## src/rtl/lrwait_bank_queue.sv

```systemverilog
// lrwait_bank_queue: bank-side LR-wait reservation unit placed in front of one TCDM SRAM bank.
// Queued LRs to the reserved address are held back and woken when the holder retires its SC.
// Optional feature macro: LRWAIT_TIMEOUT_EN (head reservation expires after TimeoutCycles).
module lrwait_bank_queue #(
   parameter int unsigned AddrWidth     = 32,
   parameter int unsigned DataWidth     = 32,
   parameter int unsigned IdWidth       = 8,
   parameter int unsigned NumWaiters    = 4,
   parameter logic [3:0]  AmoLr         = 4'hA,
   parameter logic [3:0]  AmoSc         = 4'hB,
   parameter int unsigned TimeoutCycles = 1024
) (
   input  logic                   clk_i,
   input  logic                   rst_ni,
   input  logic [AddrWidth-1:0]   req_addr_i,
   input  logic                   req_write_i,
   input  logic [3:0]             req_amo_i,
   input  logic [DataWidth-1:0]   req_data_i,
   input  logic [DataWidth/8-1:0] req_strb_i,
   input  logic [IdWidth-1:0]     req_id_i,
   input  logic                   req_lrwait_i,
   input  logic                   req_valid_i,
   output logic                   req_ready_o,
   output logic [DataWidth-1:0]   resp_data_o,
   output logic [IdWidth-1:0]     resp_id_o,
   output logic                   resp_error_o,
   output logic                   resp_lrwait_o,
   output logic                   resp_valid_o,
   input  logic                   resp_ready_i,
   output logic                   mem_req_o,
   output logic                   mem_we_o,
   output logic [AddrWidth-1:0]   mem_addr_o,
   output logic [DataWidth-1:0]   mem_wdata_o,
   output logic [DataWidth/8-1:0] mem_be_o,
   input  logic [DataWidth-1:0]   mem_rdata_i
);

   localparam int unsigned PtrW = $clog2(NumWaiters);
   localparam int unsigned CntW = PtrW + 1;

   typedef enum logic [1:0] {StIdle, StAccess, StWake, StResp} state_e;
   // What the output register is loaded with once the pending op completes.
   typedef enum logic [1:0] {RkMem, RkZero, RkOne, RkError} rkind_e;

   state_e state_q, state_d;

   // Waiter queue: all entries share one address, so only ids are stored per entry.
   logic [IdWidth-1:0]   id_q [NumWaiters];
   logic [AddrWidth-1:0] head_addr_q, head_addr_d;
   logic [PtrW-1:0]      rd_ptr_q, rd_ptr_d, wr_ptr;
   logic [CntW-1:0]      cnt_q, cnt_d;
   logic                 resv_q, resv_d;
   logic                 wake_q, wake_d;

   logic [IdWidth-1:0]   pend_id_q;
   rkind_e               pend_kind_q, kind_sel;

   logic [DataWidth-1:0] resp_data_q;
   logic [IdWidth-1:0]   resp_id_q;
   logic                 resp_error_q, resp_lrwait_q, resp_valid_q;

   logic q_empty, q_full, addr_hit, is_lr, is_sc, is_plain_amo;
   logic accept, lr_enq_head, lr_enq_wait, sc_head, sc_ok, plain, need_mem;
   logic do_enq, do_deq, do_clear, wake_issue, expire;
   logic [IdWidth-1:0] head_id;

   assign q_empty    = (cnt_q == '0);
   assign q_full     = (cnt_q == CntW'(NumWaiters));
   assign head_id    = id_q[rd_ptr_q];
   assign wr_ptr     = rd_ptr_q + cnt_q[PtrW-1:0];
   assign accept     = req_valid_i & req_ready_o;
   assign wake_issue = (state_q == StIdle) & wake_q;

   // Classify the incoming request against the queue state.
   always_comb begin
      addr_hit     = (req_addr_i == head_addr_q);
      is_lr        = req_lrwait_i & (req_amo_i == AmoLr);
      is_sc        = req_lrwait_i & (req_amo_i == AmoSc);
      is_plain_amo = (req_amo_i != 4'h0) & (req_amo_i != AmoLr) & (req_amo_i != AmoSc);
      plain        = ~is_lr & ~is_sc;
      lr_enq_head  = is_lr & q_empty;
      lr_enq_wait  = is_lr & ~q_empty & addr_hit & ~q_full;
      sc_head      = is_sc & ~q_empty & (req_id_i == head_id);
      sc_ok        = sc_head & addr_hit & resv_q;
      need_mem     = lr_enq_head | sc_ok | plain;
      do_enq       = accept & (lr_enq_head | lr_enq_wait);
      do_deq       = (accept & sc_head) | expire;
      do_clear     = accept & plain & (req_write_i | is_plain_amo) & ~q_empty & addr_hit;
      kind_sel     = RkMem;
      if (is_lr && !lr_enq_head) begin
         kind_sel = RkError;
      end else if (is_sc) begin
         kind_sel = sc_ok ? RkZero : RkOne;
      end
   end

`ifdef LRWAIT_TIMEOUT_EN
   localparam int unsigned TmoW = $clog2(TimeoutCycles) + 1;
   localparam logic [TmoW-1:0] TmoLast = TmoW'(TimeoutCycles - 1);
   logic [TmoW-1:0] tmo_q, tmo_d;

   // Expire only in IDLE with nothing pending, so it never coincides with another queue update.
   assign expire = (state_q == StIdle) & ~wake_q & ~q_empty & (tmo_q == TmoLast);

   // Head lifetime counter: restarts whenever a new head takes over.
   always_comb begin
      tmo_d = tmo_q;
      if (q_empty || do_deq) begin
         tmo_d = '0;
      end else if (tmo_q != TmoLast) begin
         tmo_d = tmo_q + TmoW'(1);
      end
   end

   // Lifetime counter register.
   always_ff @(posedge clk_i or negedge rst_ni) begin
      if (!rst_ni) tmo_q <= '0;
      else         tmo_q <= tmo_d;
   end
`else
   logic unused_timeout;
   assign expire         = 1'b0;
   assign unused_timeout = ^TimeoutCycles;
`endif

   // Queue bookkeeping: enqueue, dequeue with hand-over to the next waiter, reservation clear.
   always_comb begin
      cnt_d       = cnt_q;
      rd_ptr_d    = rd_ptr_q;
      head_addr_d = head_addr_q;
      resv_d      = resv_q;
      wake_d      = wake_q;
      if (wake_issue) wake_d = 1'b0;
      if (do_enq) begin
         cnt_d = cnt_q + CntW'(1);
         if (q_empty) begin
            head_addr_d = req_addr_i;
            resv_d      = 1'b1;
         end
      end
      if (do_deq) begin
         rd_ptr_d = rd_ptr_q + PtrW'(1);
         cnt_d    = cnt_q - CntW'(1);
         resv_d   = (cnt_q > CntW'(1));
         wake_d   = (cnt_q > CntW'(1));
      end
      if (do_clear) resv_d = 1'b0;
   end

   // Queue state registers.
   always_ff @(posedge clk_i or negedge rst_ni) begin
      if (!rst_ni) begin
         for (int i = 0; i < NumWaiters; i++) id_q[i] <= '0;
         head_addr_q <= '0;
         rd_ptr_q    <= '0;
         cnt_q       <= '0;
         resv_q      <= 1'b0;
         wake_q      <= 1'b0;
      end else begin
         if (do_enq) id_q[wr_ptr] <= req_id_i;
         head_addr_q <= head_addr_d;
         rd_ptr_q    <= rd_ptr_d;
         cnt_q       <= cnt_d;
         resv_q      <= resv_d;
         wake_q      <= wake_d;
      end
   end

   // FSM state register.
   always_ff @(posedge clk_i or negedge rst_ni) begin
      if (!rst_ni) state_q <= StIdle;
      else         state_q <= state_d;
   end

   // FSM next state; a silent enqueue leaves the FSM in IDLE.
   always_comb begin
      state_d = state_q;
      unique case (state_q)
         StIdle: begin
            if (wake_q) state_d = StWake;
            else if (accept && !lr_enq_wait) state_d = StAccess;
         end
         StAccess: state_d = StResp;
         StWake:   state_d = StResp;
         StResp:   if (resp_ready_i) state_d = StIdle;
      endcase
   end

   // FSM outputs: SRAM strobe and request ready; a pending wake-up beats new requests.
   assign req_ready_o = (state_q == StIdle) & ~wake_q & ~expire;
   always_comb begin
      mem_req_o   = 1'b0;
      mem_we_o    = 1'b0;
      mem_addr_o  = '0;
      mem_wdata_o = '0;
      mem_be_o    = '0;
      if (wake_issue) begin
         mem_req_o  = 1'b1;
         mem_addr_o = head_addr_q;
      end else if (accept && need_mem) begin
         mem_req_o   = 1'b1;
         mem_we_o    = sc_ok | (plain & req_write_i);
         mem_addr_o  = req_addr_i;
         mem_wdata_o = req_data_i;
         mem_be_o    = req_strb_i;
      end
   end

   // Remember who the in-flight op answers and what kind of answer it gets.
   always_ff @(posedge clk_i or negedge rst_ni) begin
      if (!rst_ni) begin
         pend_id_q   <= '0;
         pend_kind_q <= RkMem;
      end else if (wake_issue) begin
         pend_id_q   <= head_id;
         pend_kind_q <= RkMem;
      end else if (accept) begin
         pend_id_q   <= req_id_i;
         pend_kind_q <= kind_sel;
      end
   end

   // Output register: loaded one cycle after the SRAM op, held until the response handshake.
   always_ff @(posedge clk_i or negedge rst_ni) begin
      if (!rst_ni) begin
         resp_valid_q  <= 1'b0;
         resp_data_q   <= '0;
         resp_id_q     <= '0;
         resp_error_q  <= 1'b0;
         resp_lrwait_q <= 1'b0;
      end else if (state_q == StAccess || state_q == StWake) begin
         resp_valid_q  <= 1'b1;
         resp_id_q     <= pend_id_q;
         resp_error_q  <= (pend_kind_q == RkError);
         resp_lrwait_q <= (state_q == StWake);
         unique case (pend_kind_q)
            RkMem:   resp_data_q <= mem_rdata_i;
            RkOne:   resp_data_q <= DataWidth'(1);
            RkZero:  resp_data_q <= '0;
            RkError: resp_data_q <= '0;
         endcase
      end else if (resp_valid_q && resp_ready_i) begin
         resp_valid_q <= 1'b0;
      end
   end

   assign resp_valid_o  = resp_valid_q;
   assign resp_data_o   = resp_data_q;
   assign resp_id_o     = resp_id_q;
   assign resp_error_o  = resp_error_q;
   assign resp_lrwait_o = resp_lrwait_q;

endmodule

```

## config.mk

```make
export PLATFORM = sky130hd
export DESIGN_NAME = lrwait_bank_queue
export DESIGN_NICKNAME = d
export VERILOG_FILES = /design/src/rtl/lrwait_bank_queue.sv
export SDC_FILE = /design/constraint.sdc
export NUM_CORES = 1
export LEC_CHECK = 0
export ABC_AREA = 1
export CORE_MARGIN = 4
export CORE_UTILIZATION = 30
export CTS_BUF_LIST = sky130_fd_sc_hd__clkbuf_2
export DETAILED_ROUTE_END_ITERATION = 6
export RECOVER_POWER = 25
export SLEW_MARGIN = 20
export SYNTH_ARGS = -nofsm -noshare
export SYNTH_HDL_FRONTEND = slang
export SYNTH_SLANG_ARGS = --single-unit
```

## constraint.sdc

```tcl
create_clock -name clk_i -period 2.02 [get_ports clk_i]
set_input_delay 0.202 -clock clk_i [delete_from_list [all_inputs] [get_ports clk_i]]
set_output_delay 0.202 -clock clk_i [all_outputs]
set_load 0.005 [all_outputs]
```

== Word level (Yosys, flattened, before mapping) ==
Index checks and enable logic that the tools add are counted.
Operators by class
  add/subtract/negate cells: 4
  eq/ne operators: 15
  muxes and demuxes: 38
  bitwise logic cells: 35
  $lt $le $gt $ge: 4
  reductions and logical operators: 23
Operators with widths (number)
  $mux W32: 4
  $pmux W32 S3: 1
  $mux W8: 5
  $bwmux W32: 1
  $eq A32 B32 Y1: 1
  $and A1 B1 Y1: 23
  $bmux W8 S2: 1
  $demux W8 S2: 1
  $mux W2: 8
  $mux W1: 12
  $eq A2 B2 Y1 const B: 4
  $eq A4 B4 Y1 const B: 2
  $eq A8 B8 Y1: 1
  $mux W4: 2
  $ne A4 B4 Y1 const B: 2
  $reduce_bool A2 Y1: 4
  $ge A3 B3 Y1 const B: 2
  $mux W3: 2
  $not A2 Y3: 2
  $pmux W2 S3: 1
  $reduce_and A2 Y1: 3
  $reduce_bool A3 Y1: 2
  $logic_and A1 B1 Y1: 5
  $not A1 Y1: 5
  17 further kinds: 25
Word-level totals
  input port bits: 118
  output and inout port bits: 114
  flip-flop bits (word level): 126

== Longest topological paths before layout ==
  word-level depth: 13
  mapped depth: 17

== Least setup slack after synthesis ==
Ideal clock, no wire load.
  path kind: register -> output
  start: register cnt_q[0]
  end: output mem_wdata_o[10]
  buffers on the path: 2
  required time: 1818 ps
  cell stages (with the launch flop): 16
  data arrival time: 1972 ps
  setup slack: -154 ps
  path through: dfrtp_1 -> inv_1 -> ha_1 -> inv_1 -> nor2_1 -> nor2_1 -> nand2_1 -> nor2_1 -> nand3_2 -> nor2_4 -> nand2_2 -> nand2_4 -> nand2_2 -> buf_6 -> buf_8 -> nor2_4
On the way
  cells in the longest elaborated chain, start to end: 11
  elaborated cells between the ends (all ways): 12
RTL lines
  from (decl): RTL line 51  | logic [CntW-1:0] cnt_q, cnt_d;
  from (signal assigned): RTL line 163  | cnt_q <= cnt_d;
  $logic_not A3 Y1 (*): RTL line 67  | assign q_empty = (cnt_q == '0);
  $not A1 Y1: RTL line 83  | sc_head = is_sc & ~q_empty & (req_id_i == head_id);
  $and A1 B1 Y1 (2 in a row): RTL line 83
  $and A1 B1 Y1 (2 in a row): RTL line 84  | sc_ok = sc_head & addr_hit & resv_q;
  $or A1 B1 Y1 (*) (2 in a row): RTL line 85  | need_mem = lr_enq_head | sc_ok | plain;
  $logic_and A1 B1 Y1 (*): RTL line 200  | end else if (accept && need_mem) begin
  $mux W32 (*): RTL line 200
  $mux W32 (*): RTL line 197  | if (wake_issue) begin
  to (decl): RTL line 33  | output logic [DataWidth-1:0] mem_wdata_o,
Mark *: on every way between the ends. The rest lies on a longest branch, timed or not.

== Worst setup path after layout ==
  start: register rd_ptr_q[0]
  end: output mem_wdata_o[0]
On the way
  cells in the longest elaborated chain, start to end: 13
RTL lines
  from (decl): RTL line 50  | logic [PtrW-1:0] rd_ptr_q, rd_ptr_d, wr_ptr;
  from (signal assigned): RTL line 162  | rd_ptr_q <= rd_ptr_d;
  $not A2 Y3 (implied by the code): RTL line 69  | assign head_id = id_q[rd_ptr_q];
  $bmux W8 S2: RTL line 69
  $mux W8 (implied by the code) (2 in a row): RTL line 69
  $eq A8 B8 Y1: RTL line 83
  $and A1 B1 Y1: RTL line 83
  $and A1 B1 Y1 (2 in a row): RTL line 84
  $or A1 B1 Y1 (2 in a row): RTL line 85
  $logic_and A1 B1 Y1: RTL line 200
  $mux W32: RTL line 200
  $mux W32: RTL line 197
No other way between the ends. The select of a mux whose other input is x is not followed.

==> results.yml <==
global_route:
  top_usage_layer: "met2"
  grt_use_met1_pct: 24.6
  antenna_found_initial: 1
  grt_usage_pct: 18.7
  grt_pass1_wl_microns: 40600
  grt_use_met2_pct: 31.2
  grt-ovfl-total: 0
  grt_max_degree: 46
  met3_usage_pct: 3.77
  grt_pass1_vias: 7827
setup_path:
  critPathCaptureType: "output pin"
  crit_type: "reg -> out"
  crit_end: "mem_wdata_o[0]"
  slowest_delay_ns: 0.53
  path_max_fanout: 7
  crit_top_cell: "nand3_2"
  r2r_end: "pend_kind_q[1]"
  cp.depth: 16
  worstPathRequired_ns: 1.82
  cp_data_arrival_time_ns: 2.99
  cp-startpoint: "rd_ptr_q[0]"
  path_cells: "buf_12 -> nand2_1 -> nand3_2 -> nand3_2 -> nand2_1 -> nor2_2 -> nand3_2 -> nor2_4 -> nand2_2 -> nand2_4 -> nand2_8 -> buf_6 -> buf_8 -> buf_6 -> nor2_1 -> buf_2"
  rrSetupSlack_ns: -0.05
  crit_path_start_kind: "flip-flop"
  critical_path_buf_inv_count: 5
  cp_slowest_cell: "dfrtp_2"
  rr_startpoint: "rd_ptr_q[0]"
  cp_top_family: "simple AND/OR/NAND/NOR gates"
  r2r_cells: 14
sta:
  fin_skew_ns: 0.0645
  setup_viol: 74
  tightest_slew_ns: 0.960
  fmax_ghz: 0.313
  slew_viol_final: 0
  post-route-min-period_ns: 3.20
  rsz0062_at_grt: "true"
  holdWs_ns: 0.115
  slew_headroom_pct: 35.9
  period_share_pct: 158
  fin_tns_setup_ns: -76.98
  fin_ws_ns: -1.18
  hold_viol_final: 0
routing:
  ant_nets: 0
  drt-initial-drc-count: 532
  drt-total-wl_microns: 26500
  drcViolationCount: 0
  wl_per_cell_microns: 15.0
  num_vias: 8123
  drtPass1Iterations: 5
  vias_per_cell: 4.61
power:
  powerDensity_nw_per_um2: 989
  leakage_nw: 6.50
  swShare_pct: 38.4
  comb_power_share_pct: 55.9
  worst_ir_drop_vdd_uv: 682
  power.total_w: 0.0125
  pwr-share-seq_pct: 29.8
  power.share.clock_pct: 14.3
  p_switching_w: 0.00481
  p_int_w: 0.00772
final_layout:
  stdcell_area_sq_um: 12700
  area_growth_pct: 70.3
  seq_area_sq_um: 3150
  nNetsFinal: 1550
  drive_gt1_share_pct: 34.9
  multi_input_area_sq_um: 4190
  final_util_pct: 52.1
  fillers: 2271
  mostFrequentLayoutCells: "318 x nand2_1, 159 x clkdlybuf4s50_1, 142 x buf_4, 125 x dfrtp_1, 122 x inv_1"
  final_common_cell: "nand2_1"
placement:
  dp_hpwl_microns: 17600
  place_area_sq_um: 11100
  place.gp.congestion: 0.853
  numPortBuffers: 231
clocking:
  root_buffer: "clkbuf_2"
  cts_made_buffers: 17
  cts_tree: "built"
  cts.htree.levels: 4
  clock_sinks: 126
  cts_buffer_depth: 2
  clkLatencyLatePin_ns: 0.71
  clkTransAtPathRegs_ns: 0.23
yosys:
  syn-cell-area_sq_um: 7440
  syn-num-nets: 1131
  synth_area_per_cell_sq_um: 7.41
  ys_seq_area_share_pct: 42.4
  synth.distinct_cells: 32
  synthCells: 1004
  yosys_warnings: 0
  synth-seq-cells: 126
min_path:
  hp-class: "in -> reg"
outcome:
  run_status: "complete, but fails checks"
  violations: "negative setup slack"
floorplan:
  floorplan.rows: 57
  die_width_microns: 165
  start_util_pct: 30.6
  die_area_sq_um: 27400
  pin_count: 232
  die_h_microns: 165
  coreArea_sq_um: 24300
job:
  drv_cap: 0
## worst min-delay path by stage
stage | from | end | slack, ns | cells after the start
finish | mem_rdata_i[19] | resp_data_o[19] | 0.11 | 2
global route | mem_rdata_i[19] | resp_data_o[19] | 0.002 | 2
CTS | mem_rdata_i[19] | resp_data_o[19] | 0.02 | 2
detailed placement | rst_ni | head_addr_q[10] | 0.20 | 1
global placement | rst_ni | head_addr_q[10] | 0.20 | 1
floorplan | rst_ni | cnt_q[0] | -0.09 | 0
## layout make-up
cell class              instances  share of cell area (%)
multi-input cells             699                    33.1
repair buffers                446                    32.5
flip-flops and latches        126                    24.9
inverters                     132                    4.01
well taps                     324                    3.20
clock inverters                15                    1.47
clock buffers                  17                   0.672
repair inverters                1                  0.0692
diodes                          1                  0.0198
## power groups by stage
stage	clock [W]	combinational, W	sequential [W]
after global routing	0.00198	0.00769	0.00382
after floorplan	0	0.00282	0.00378
after detailed placement	0	0.00588	0.00379
after CTS	0.00186	0.00686	0.00374
final	0.00179	0.00700	0.00374
after global placement	0	0.00581	0.00377
## per-layer routing
metal / vias up / routed length (microns)
met3: 23 / 1570
met4: 0 / 399
met5: - / 0
li1: 4057 / -
met2: 213 / 12900
met1: 3830 / 11600
## worst register-to-register path, stage by stage (launching register included)
cell	delay [ns]
dfrtp_2	0.53
buf_12	0.17
nand2_1	0.07
nand3_2	0.13
nand3_2	0.12
nand2_1	0.07
nor2_2	0.12
nand3_2	0.11
nor2_4	0.14
nand2_2	0.08
nand2_4	0.11
buf_12	0.12
buf_6	0.09
buf_4	0.09
o21ai_1	0.04
## cell usage after synthesis
cell      number  area (sq um)
nor2_2         2          12.5
mux2_2         6          67.6
inv_4          1          6.26
buf_6          4          45.0
o21a_1         1          7.51
nand3_1       75           375
nand3_2       10           100
clkbuf_1      32           120
buf_4          1          7.51
nor2_4        20           225
o21ai_0        6          30.0
a211oi_1       1          7.51
nand2_1      361          1360
xnor2_1        7          61.3
nand4_1       40           250
a32o_1        31           310
a21oi_1       30           150
inv_1        129           484
dfrtp_1      126          3150
inv_6          1          8.76
clkinv_1       1          3.75
nor2_1        76           285
ha_1           9           113
buf_8          2          30.0
nand2_2        7          43.8
o221ai_1       8          70.1
buf_2          4          20.0
buf_1          4          15.0
o31ai_1        1          7.51
xor2_1         5          43.8
nand3b_1       2          15.0
nand2_4        1          11.3
## cell families after synthesis
family | after synthesis | synth area share [%]
flops | 126 | 42.4
mux | 6 | 0.909
fa+ha+maj | 9 | 1.51
simple gates | 594 | 36.0
compound gates | 78 | 7.84
buf+inv | 179 | 9.96
xor+xnor | 12 | 1.41
## state kept, by name (all words and copies together), names as in the netlist, 3 cells and up
| signal | count |
|---|---|
| id_q | 32 |
| resp_id_o | 8 |
| cnt_q | 3 |
| pend_id_q | 8 |
| head_addr_q | 32 |
| resp_data_o | 32 |
## metrics by stage
stage,cells,setup slack (ns)
after global placement,1656,-0.932
after global routing,1761,-1.43
after CTS,1776,-1.27
after detailed placement,1656,-0.974
final,1761,-1.18
after floorplan,1004,-0.0975
## repair_timing
| item | 4_1_cts | 5_1_grt |
|---|---|---|
| endpoints found under the hold margin | 126 | 0 |
| hold buffers | 3 | 0 |
| buffers inserted | 87 | 19 |
| resized for setup | 393 | 133 |
| setup endpoints to repair | 108 | 143 |
| cloned | 7 | 5 |
| pin swaps | 29 | 86 |
(Power assumes the default switching activity.)
